[config.mk]
export PLATFORM = sky130hd
export DESIGN_NAME = bist_ram_dp
export DESIGN_NICKNAME = d
export VERILOG_FILES = /design/src/rtl/bist_ram_pkg.sv /design/src/rtl/bist_ram_core.sv /design/src/rtl/bist_ram_dp.sv
export SDC_FILE = /design/constraint.sdc
export NUM_CORES = 1
export LEC_CHECK = 0
export CAP_MARGIN = 25
export CELL_PAD_IN_SITES_DETAIL_PLACEMENT = 1
export CELL_PAD_IN_SITES_GLOBAL_PLACEMENT = 1
export CORE_MARGIN = 5
export CORE_UTILIZATION = 50
export CTS_BUF_LIST = sky130_fd_sc_hd__clkbuf_4 sky130_fd_sc_hd__clkbuf_8
export DETAILED_ROUTE_END_ITERATION = 12
export DONT_BUFFER_PORTS = 1
export PLACE_DENSITY = 0.79
export SLEW_MARGIN = 30
export SYNTH_ARGS = -nofsm -noshare
export SYNTH_HDL_FRONTEND = slang
export SYNTH_SLANG_ARGS = --single-unit
[constraint.sdc]
create_clock -name clk -period 2.1 [get_ports clk]
set_input_delay 0.315 -clock clk [delete_from_list [all_inputs] [get_ports clk]]
set_output_delay 0.315 -clock clk [all_outputs]
set_load 0.02 [all_outputs]
[src/rtl/bist_ram_pkg.sv]
// Shared types and constants for the BIST dual-port RAM.
// Holds the sequencer state encoding, the word-width helper and the legal read-latency range.
package bist_ram_pkg;

    typedef enum logic {
        ST_CLEAR = 1'b0,
        ST_READY = 1'b1
    } state_t;

    localparam int RD_LAT_MIN = 1;
    localparam int RD_LAT_MAX = 2;

    function automatic int word_width(input int lanes, input int lane_w);
        return lanes * lane_w;
    endfunction

    function automatic bit rd_lat_ok(input int lat);
        return (lat >= RD_LAT_MIN) && (lat <= RD_LAT_MAX);
    endfunction

endpackage

[src/rtl/bist_ram_core.sv]
// Storage array with lane-masked write and a registered, read-first read port.
// The caller guarantees that both addresses are in range whenever the port enable is set.
module bist_ram_core
    import bist_ram_pkg::*;
#(
    parameter  int AW     = 4,
    parameter  int DEPTH  = 16,
    parameter  int LANE_W = 8,
    parameter  int LANES  = 1,
    localparam int W      = word_width(LANES, LANE_W)
) (
    input  logic             clk,
    input  logic             rst,
    input  logic             i_we,
    input  logic [LANES-1:0] i_be,
    input  logic [AW-1:0]    i_waddr,
    input  logic [W-1:0]     i_wdata,
    input  logic             i_re,
    input  logic [AW-1:0]    i_raddr,
    output logic [W-1:0]     o_rdata
);

    logic [W-1:0] r_mem [DEPTH];
    logic [W-1:0] r_rdata;

    always_ff @(posedge clk) begin
        for (int i = 0; i < LANES; i++) begin
            if (i_we && i_be[i]) begin
                r_mem[i_waddr][i*LANE_W +: LANE_W] <= i_wdata[i*LANE_W +: LANE_W];
            end
        end
    end

    // Read register samples the pre-write word on a same-address collision.
    always_ff @(posedge clk or posedge rst) begin
        if (rst) begin
            r_rdata <= '0;
        end else if (i_re) begin
            r_rdata <= r_mem[i_raddr];
        end
    end

    assign o_rdata = r_rdata;

endmodule

[src/rtl/bist_ram_dp.sv]
// Simple-dual-port BIST RAM: zero-fill sequencer, range check, collision bypass and read pipeline
// wrapped around bist_ram_core.
module bist_ram_dp
    import bist_ram_pkg::*;
#(
    parameter  int AW          = 4,
    parameter  int DEPTH       = 16,
    parameter  int LANE_W      = 8,
    parameter  int LANES       = 1,
    parameter  int RD_LAT      = 1,
    parameter  int WRITE_FIRST = 0,
    localparam int W           = word_width(LANES, LANE_W)
) (
    input  logic             clk,
    input  logic             rst,
    input  logic             init_req,
    input  logic             wr_en,
    input  logic [LANES-1:0] wr_be,
    input  logic [AW-1:0]    wr_addr,
    input  logic [W-1:0]     wr_data,
    input  logic             rd_en,
    input  logic [AW-1:0]    rd_addr,
    output logic [W-1:0]     rd_data,
    output logic             rd_valid,
    output logic             init_busy,
    output logic             addr_err
);

    localparam logic [AW-1:0] CNT_LAST = AW'(DEPTH - 1);
    localparam bit            TWO_STAGE = (RD_LAT >= RD_LAT_MAX);

    state_t         r_state;
    logic [AW-1:0]  r_cnt;
    logic           r_busy;

    logic           w_ready;
    logic           w_wr_acc;
    logic           w_rd_acc;
    logic           w_wr_oor;
    logic           w_rd_oor;
    logic           w_collide;

    logic             w_core_we;
    logic [LANES-1:0] w_core_be;
    logic [AW-1:0]    w_core_waddr;
    logic [W-1:0]     w_core_wdata;
    logic             w_core_re;
    logic [W-1:0]     w_core_rdata;

    logic             r_s1_valid;
    logic             r_s1_zero;
    logic             r_s1_byp;
    logic [W-1:0]     r_s1_wdata;
    logic [LANES-1:0] r_s1_be;
    logic             r_addr_err;
    logic [W-1:0]     w_s1_merged;
    logic [W-1:0]     w_s1_data;

    assign w_ready  = (r_state == ST_READY);
    assign w_wr_acc = wr_en & w_ready;
    assign w_rd_acc = rd_en & w_ready;

    if (DEPTH < (1 << AW)) begin : g_range
        assign w_wr_oor = (int'(wr_addr) >= DEPTH);
        assign w_rd_oor = (int'(rd_addr) >= DEPTH);
    end else begin : g_full
        assign w_wr_oor = 1'b0;
        assign w_rd_oor = 1'b0;
    end

    assign w_collide = (WRITE_FIRST != 0) && w_wr_acc && !w_wr_oor && (wr_addr == rd_addr);

    always_ff @(posedge clk or posedge rst) begin
        if (rst) begin
            r_state <= ST_CLEAR;
            r_cnt   <= '0;
            r_busy  <= 1'b1;
        end else begin
            case (r_state)
                ST_CLEAR: begin
                    if (r_cnt == CNT_LAST) begin
                        r_state <= ST_READY;
                        r_cnt   <= '0;
                        r_busy  <= 1'b0;
                    end else begin
                        r_cnt <= r_cnt + 1'b1;
                    end
                end
                ST_READY: begin
                    if (init_req) begin
                        r_state <= ST_CLEAR;
                        r_cnt   <= '0;
                        r_busy  <= 1'b1;
                    end
                end
                default: begin
                    r_state <= ST_CLEAR;
                    r_cnt   <= '0;
                    r_busy  <= 1'b1;
                end
            endcase
        end
    end

    // The clear sequencer owns the write port while zero-filling.
    assign w_core_we    = w_ready ? (w_wr_acc & ~w_wr_oor) : 1'b1;
    assign w_core_be    = w_ready ? wr_be   : '1;
    assign w_core_waddr = w_ready ? wr_addr : r_cnt;
    assign w_core_wdata = w_ready ? wr_data : '0;
    assign w_core_re    = w_rd_acc & ~w_rd_oor;

    bist_ram_core #(
        .AW     (AW),
        .DEPTH  (DEPTH),
        .LANE_W (LANE_W),
        .LANES  (LANES)
    ) u_core (
        .clk     (clk),
        .rst     (rst),
        .i_we    (w_core_we),
        .i_be    (w_core_be),
        .i_waddr (w_core_waddr),
        .i_wdata (w_core_wdata),
        .i_re    (w_core_re),
        .i_raddr (rd_addr),
        .o_rdata (w_core_rdata)
    );

    always_ff @(posedge clk or posedge rst) begin
        if (rst) begin
            r_s1_valid <= 1'b0;
            r_s1_zero  <= 1'b0;
            r_s1_byp   <= 1'b0;
            r_s1_wdata <= '0;
            r_s1_be    <= '0;
            r_addr_err <= 1'b0;
        end else begin
            r_s1_valid <= w_rd_acc;
            r_addr_err <= (w_wr_acc & w_wr_oor) | (w_rd_acc & w_rd_oor);
            if (w_rd_acc) begin
                r_s1_zero  <= w_rd_oor;
                r_s1_byp   <= w_collide;
                r_s1_wdata <= wr_data;
                r_s1_be    <= wr_be;
            end
        end
    end

    // Write-first collisions overlay the written lanes onto the old word read by the core.
    for (genvar i = 0; i < LANES; i++) begin : g_lane
        assign w_s1_merged[i*LANE_W +: LANE_W] = (r_s1_byp && r_s1_be[i]) ?
                                                 r_s1_wdata[i*LANE_W +: LANE_W] :
                                                 w_core_rdata[i*LANE_W +: LANE_W];
    end

    assign w_s1_data = r_s1_zero ? '0 : w_s1_merged;

    if (TWO_STAGE) begin : g_lat2
        logic         r_v2;
        logic [W-1:0] r_d2;

        always_ff @(posedge clk or posedge rst) begin
            if (rst) begin
                r_v2 <= 1'b0;
                r_d2 <= '0;
            end else begin
                r_v2 <= r_s1_valid;
                if (r_s1_valid) begin
                    r_d2 <= w_s1_data;
                end
            end
        end

        assign rd_valid = r_v2;
        assign rd_data  = r_d2;
    end else begin : g_lat1
        assign rd_valid = r_s1_valid;
        assign rd_data  = w_s1_data;
    end

    assign init_busy = r_busy;
    assign addr_err  = r_addr_err;

endmodule

==> out/qor.yml <==
finish:
  layout_common_cells: "128 x sky130_fd_sc_hd__edfxtp_1, 66 x sky130_fd_sc_hd__mux2i_1, 39 x sky130_fd_sc_hd__nand2_1"
  n_antenna_cell: 0
  design.final.nets: 427
  layout.core_utilization_pct: 57.1
  syn_to_final_growth_pct: 12.0
  post-route-cell-area_sq_um: 6520
  fraction_of_layout_instances_using_a_drive_strength_above_1_pct: 15.8
  final_common_cell: "sky130_fd_sc_hd__edfxtp_1"
  layoutNonFillerInstCount: 560
timing:
  maxClockFrequency_ghz: 0.521
  maxSlewHeadroom_pct: 44.7
  final-max-slew-violation-count: 0
  min_period_over_period_pct: 91.3
  finalWorstPathRequiredPeriod_ns: 1.92
  grt_setup_unrepaired: "no"
  fin_skew_ns: 0.00685
  finalSetupViolCount: 0
  tightestPinTransition_ns: 0.830
  final_hold_viol_count: 0
  timing.setup.tns_ns: 0
drt:
  detail_route.first_pass.iterations: 4
  route.final.wire_length_um: 13600
  vias: 3280
  drt.antenna.violating_nets: 0
  drt-wirelength-per-cell_um: 24.2
  drc_violation_count_after_routing: 0
  avgViaCountPerCell: 5.86
  drt-initial-drc-count: 271
power_and_ir_drop:
  ir_worst_vdd_v: 0.000741
  total_power_mw: 8.10
  leakage_nw: 2.39
  cell_area_power_density_nw_per_um2: 1240
place:
  placed_cell_area_sq_um: 6010
  dp_hpwl_um: 8970
  dp.cells: 526
  routabilityCongestion: 0.791
  port-buffer-count: 0
logic_synthesis:
  syn_avg_cell_area_sq_um: 15.2
  synth-async-reset-ratio_pct: 10.5
  yosys.cell_types.count: 33
  post_synth_inst_count: 382
  synth.ff_latch_count: 143
  seq_area_frac_synth_pct: 72.5
  ys_warn_count: 0
  synth-edff-count: 128
  synth.cell_area_sq_um: 5820
  mappedNetlistNets: 405
  yosys_most_used_dff: "sky130_fd_sc_hd__edfxtp_1"
setup_path:
  critical_path.endpoint_type: "register"
  startpoint_class_of_the_critical_path: "register"
  critical_path_class: "reg2reg"
  cp_max_fo: 16
  critical_path_data_required_time_ns: 2.18
  critical_path_s_largest_stage_delay_ns: 0.59
  worst_path_cell_trace: "o21ai_0 > nand2_1 > nor2_1"
  wp_data_arrival_ns: 2.00
  cpMaxStageDelayCell: "sky130_fd_sc_hd__nor2_1"
floorplan:
  num_rows: 39
  initial_utilization_pct: 51.0
  ios: 33
  floorplan.die.width_um: 118
  die_height_um: 118
  die_area_sq_um: 13900
  design.core.area_sq_um: 11400
grt:
  grt_overflow_total: 0
  antenna_found_initial: 0
  grt_pass1_vias: 3553
  first_pass_grt_wire_length_um: 21000
  groute.usage.overall_pct: 20.6
  grt_max_degree: 65
worst_hold_path:
  worst_hold_path_type: "in2reg"
clock_network:
  tritoncts_num_sinks: 143
  cts-htree-levels: 4
  clk_pin_slew_ns: 0.07
  cts_made_buffers: 17
  clock_insertion_delay_worst_skew_ns: 0.45
  tritoncts: "built"
  max-clock-path-buffers: 2
  clock_tree.root_cell: "sky130_fd_sc_hd__clkbuf_8"
run_status:
  status: "complete, no violations"
run:
  max_cap_viol_count: 0
==> Yosys cell counts, drive strengths merged, types with 2 or more instances <==
| cell | count | area (sq um) |
|---|---|---|
| and2 | 9 | 56.3 |
| nand3 | 20 | 100 |
| inv | 6 | 22.5 |
| clkbuf | 3 | 11.3 |
| edfxtp | 128 | 3840 |
| nand2 | 40 | 150 |
| dfrtp | 14 | 350 |
| a22oi | 18 | 135 |
| mux2i | 66 | 661 |
| o22ai | 3 | 18.8 |
| o21ai | 3 | 15.0 |
| nor2 | 23 | 88.8 |
| nand4 | 7 | 43.8 |
| buf | 17 | 136 |
| a21oi | 11 | 55.1 |
| nor2b | 2 | 12.5 |
==> worst max-delay path, delay by kind of cell, from the launching register on <==
| kind | cells | cell delay, ns |
|---|---|---|
| simple gates | 2 | 0.79 |
| compound gates | 1 | 0.25 |
| flops | 1 | 0.51 |
==> through the flow <==
step / hold slack [ns] / worst slack, ns
finish: 0.121 / 0.182
global route: 0.144 / 0.0145
CTS: 0.108 / -0.0640
detailed placement: 0.328 / -0.110
global placement: 0.316 / 0.000105
floorplan: 0.216 / 0.311
==> kinds of logic (layout without fill, tap and decap cells) <==
kind of cell | Yosys count | after routing | share of synthesized area (%)
AO/OA/AOI/OAI | 40 | 40 | 4.56
XOR/XNOR | 1 | 1 | 0.151
adder cells (fa/ha/maj) | 1 | 1 | 0.215
buffers and inverters | 26 | 61 | 2.92
flip-flops | 143 | 143 | 72.5
multiplexers | 67 | 67 | 11.5
other | 1 | 1 | 0.0645
AND/OR/NAND/NOR | 103 | 103 | 8.00
==> layer usage <==
metal  vias up  wire length, um  global-route usage (%)
met5         -                0                       0
met4         0              230                    7.96
met3        16             1020                    6.15
met2       122             6560                    32.4
met1      1653             5770                    27.0
li1       1489                -                       -
==> registers in the layout (all words and copies together) (netlist names) <==
register and count:
init_busy 1, r_cnt 4, r_state 1, rd_valid 1, u_core.o_rdata 8, u_core.r_mem 128
==> layout make-up <==
class / instances / area [sq um]
fillers: 1116 / 4900
well taps: 143 / 179
repair buffers: 23 / 178
flip-flops and latches: 143 / 4220
clock inverters: 15 / 195
clock buffers: 17 / 234
multi-input cells: 213 / 1490
inverters: 6 / 22.5
==> report_power, final <==
group / internal (mW) / switching (mW) / leakage [nW]
combinational: 0.497 / 1.03 / 0.804
sequential: 3.85 / 0.404 / 1.38
clock: 1.28 / 1.03 / 0.205
total: 5.64 / 2.46 / 2.39
==> timing repair <==
action	in CTS	in global routing
hold buffers	2	0
setup endpoints to repair	56	88
buffers inserted	0	0
resized for setup	4	14
hold endpoints to repair	20	0
==> final timing paths <==
kind | startpoint | endpoint | slack (ns) | cells after the start
max in group asynchronous | rst | r_state | 1.22 | 2
min in group asynchronous | rst | r_cnt[2] | 0.41 | 2
hold reg to reg | init_busy | init_busy | 0.56 | 2
setup reg to reg | r_state | u_core.r_mem[14][5] | 0.18 | 3
hold / removal | rd_addr[3] | u_core.o_rdata[5] | 0.12 | 3
setup / recovery | r_state | u_core.r_mem[14][5] | 0.18 | 3
Note: power is estimated with default switching activity, not from simulation.
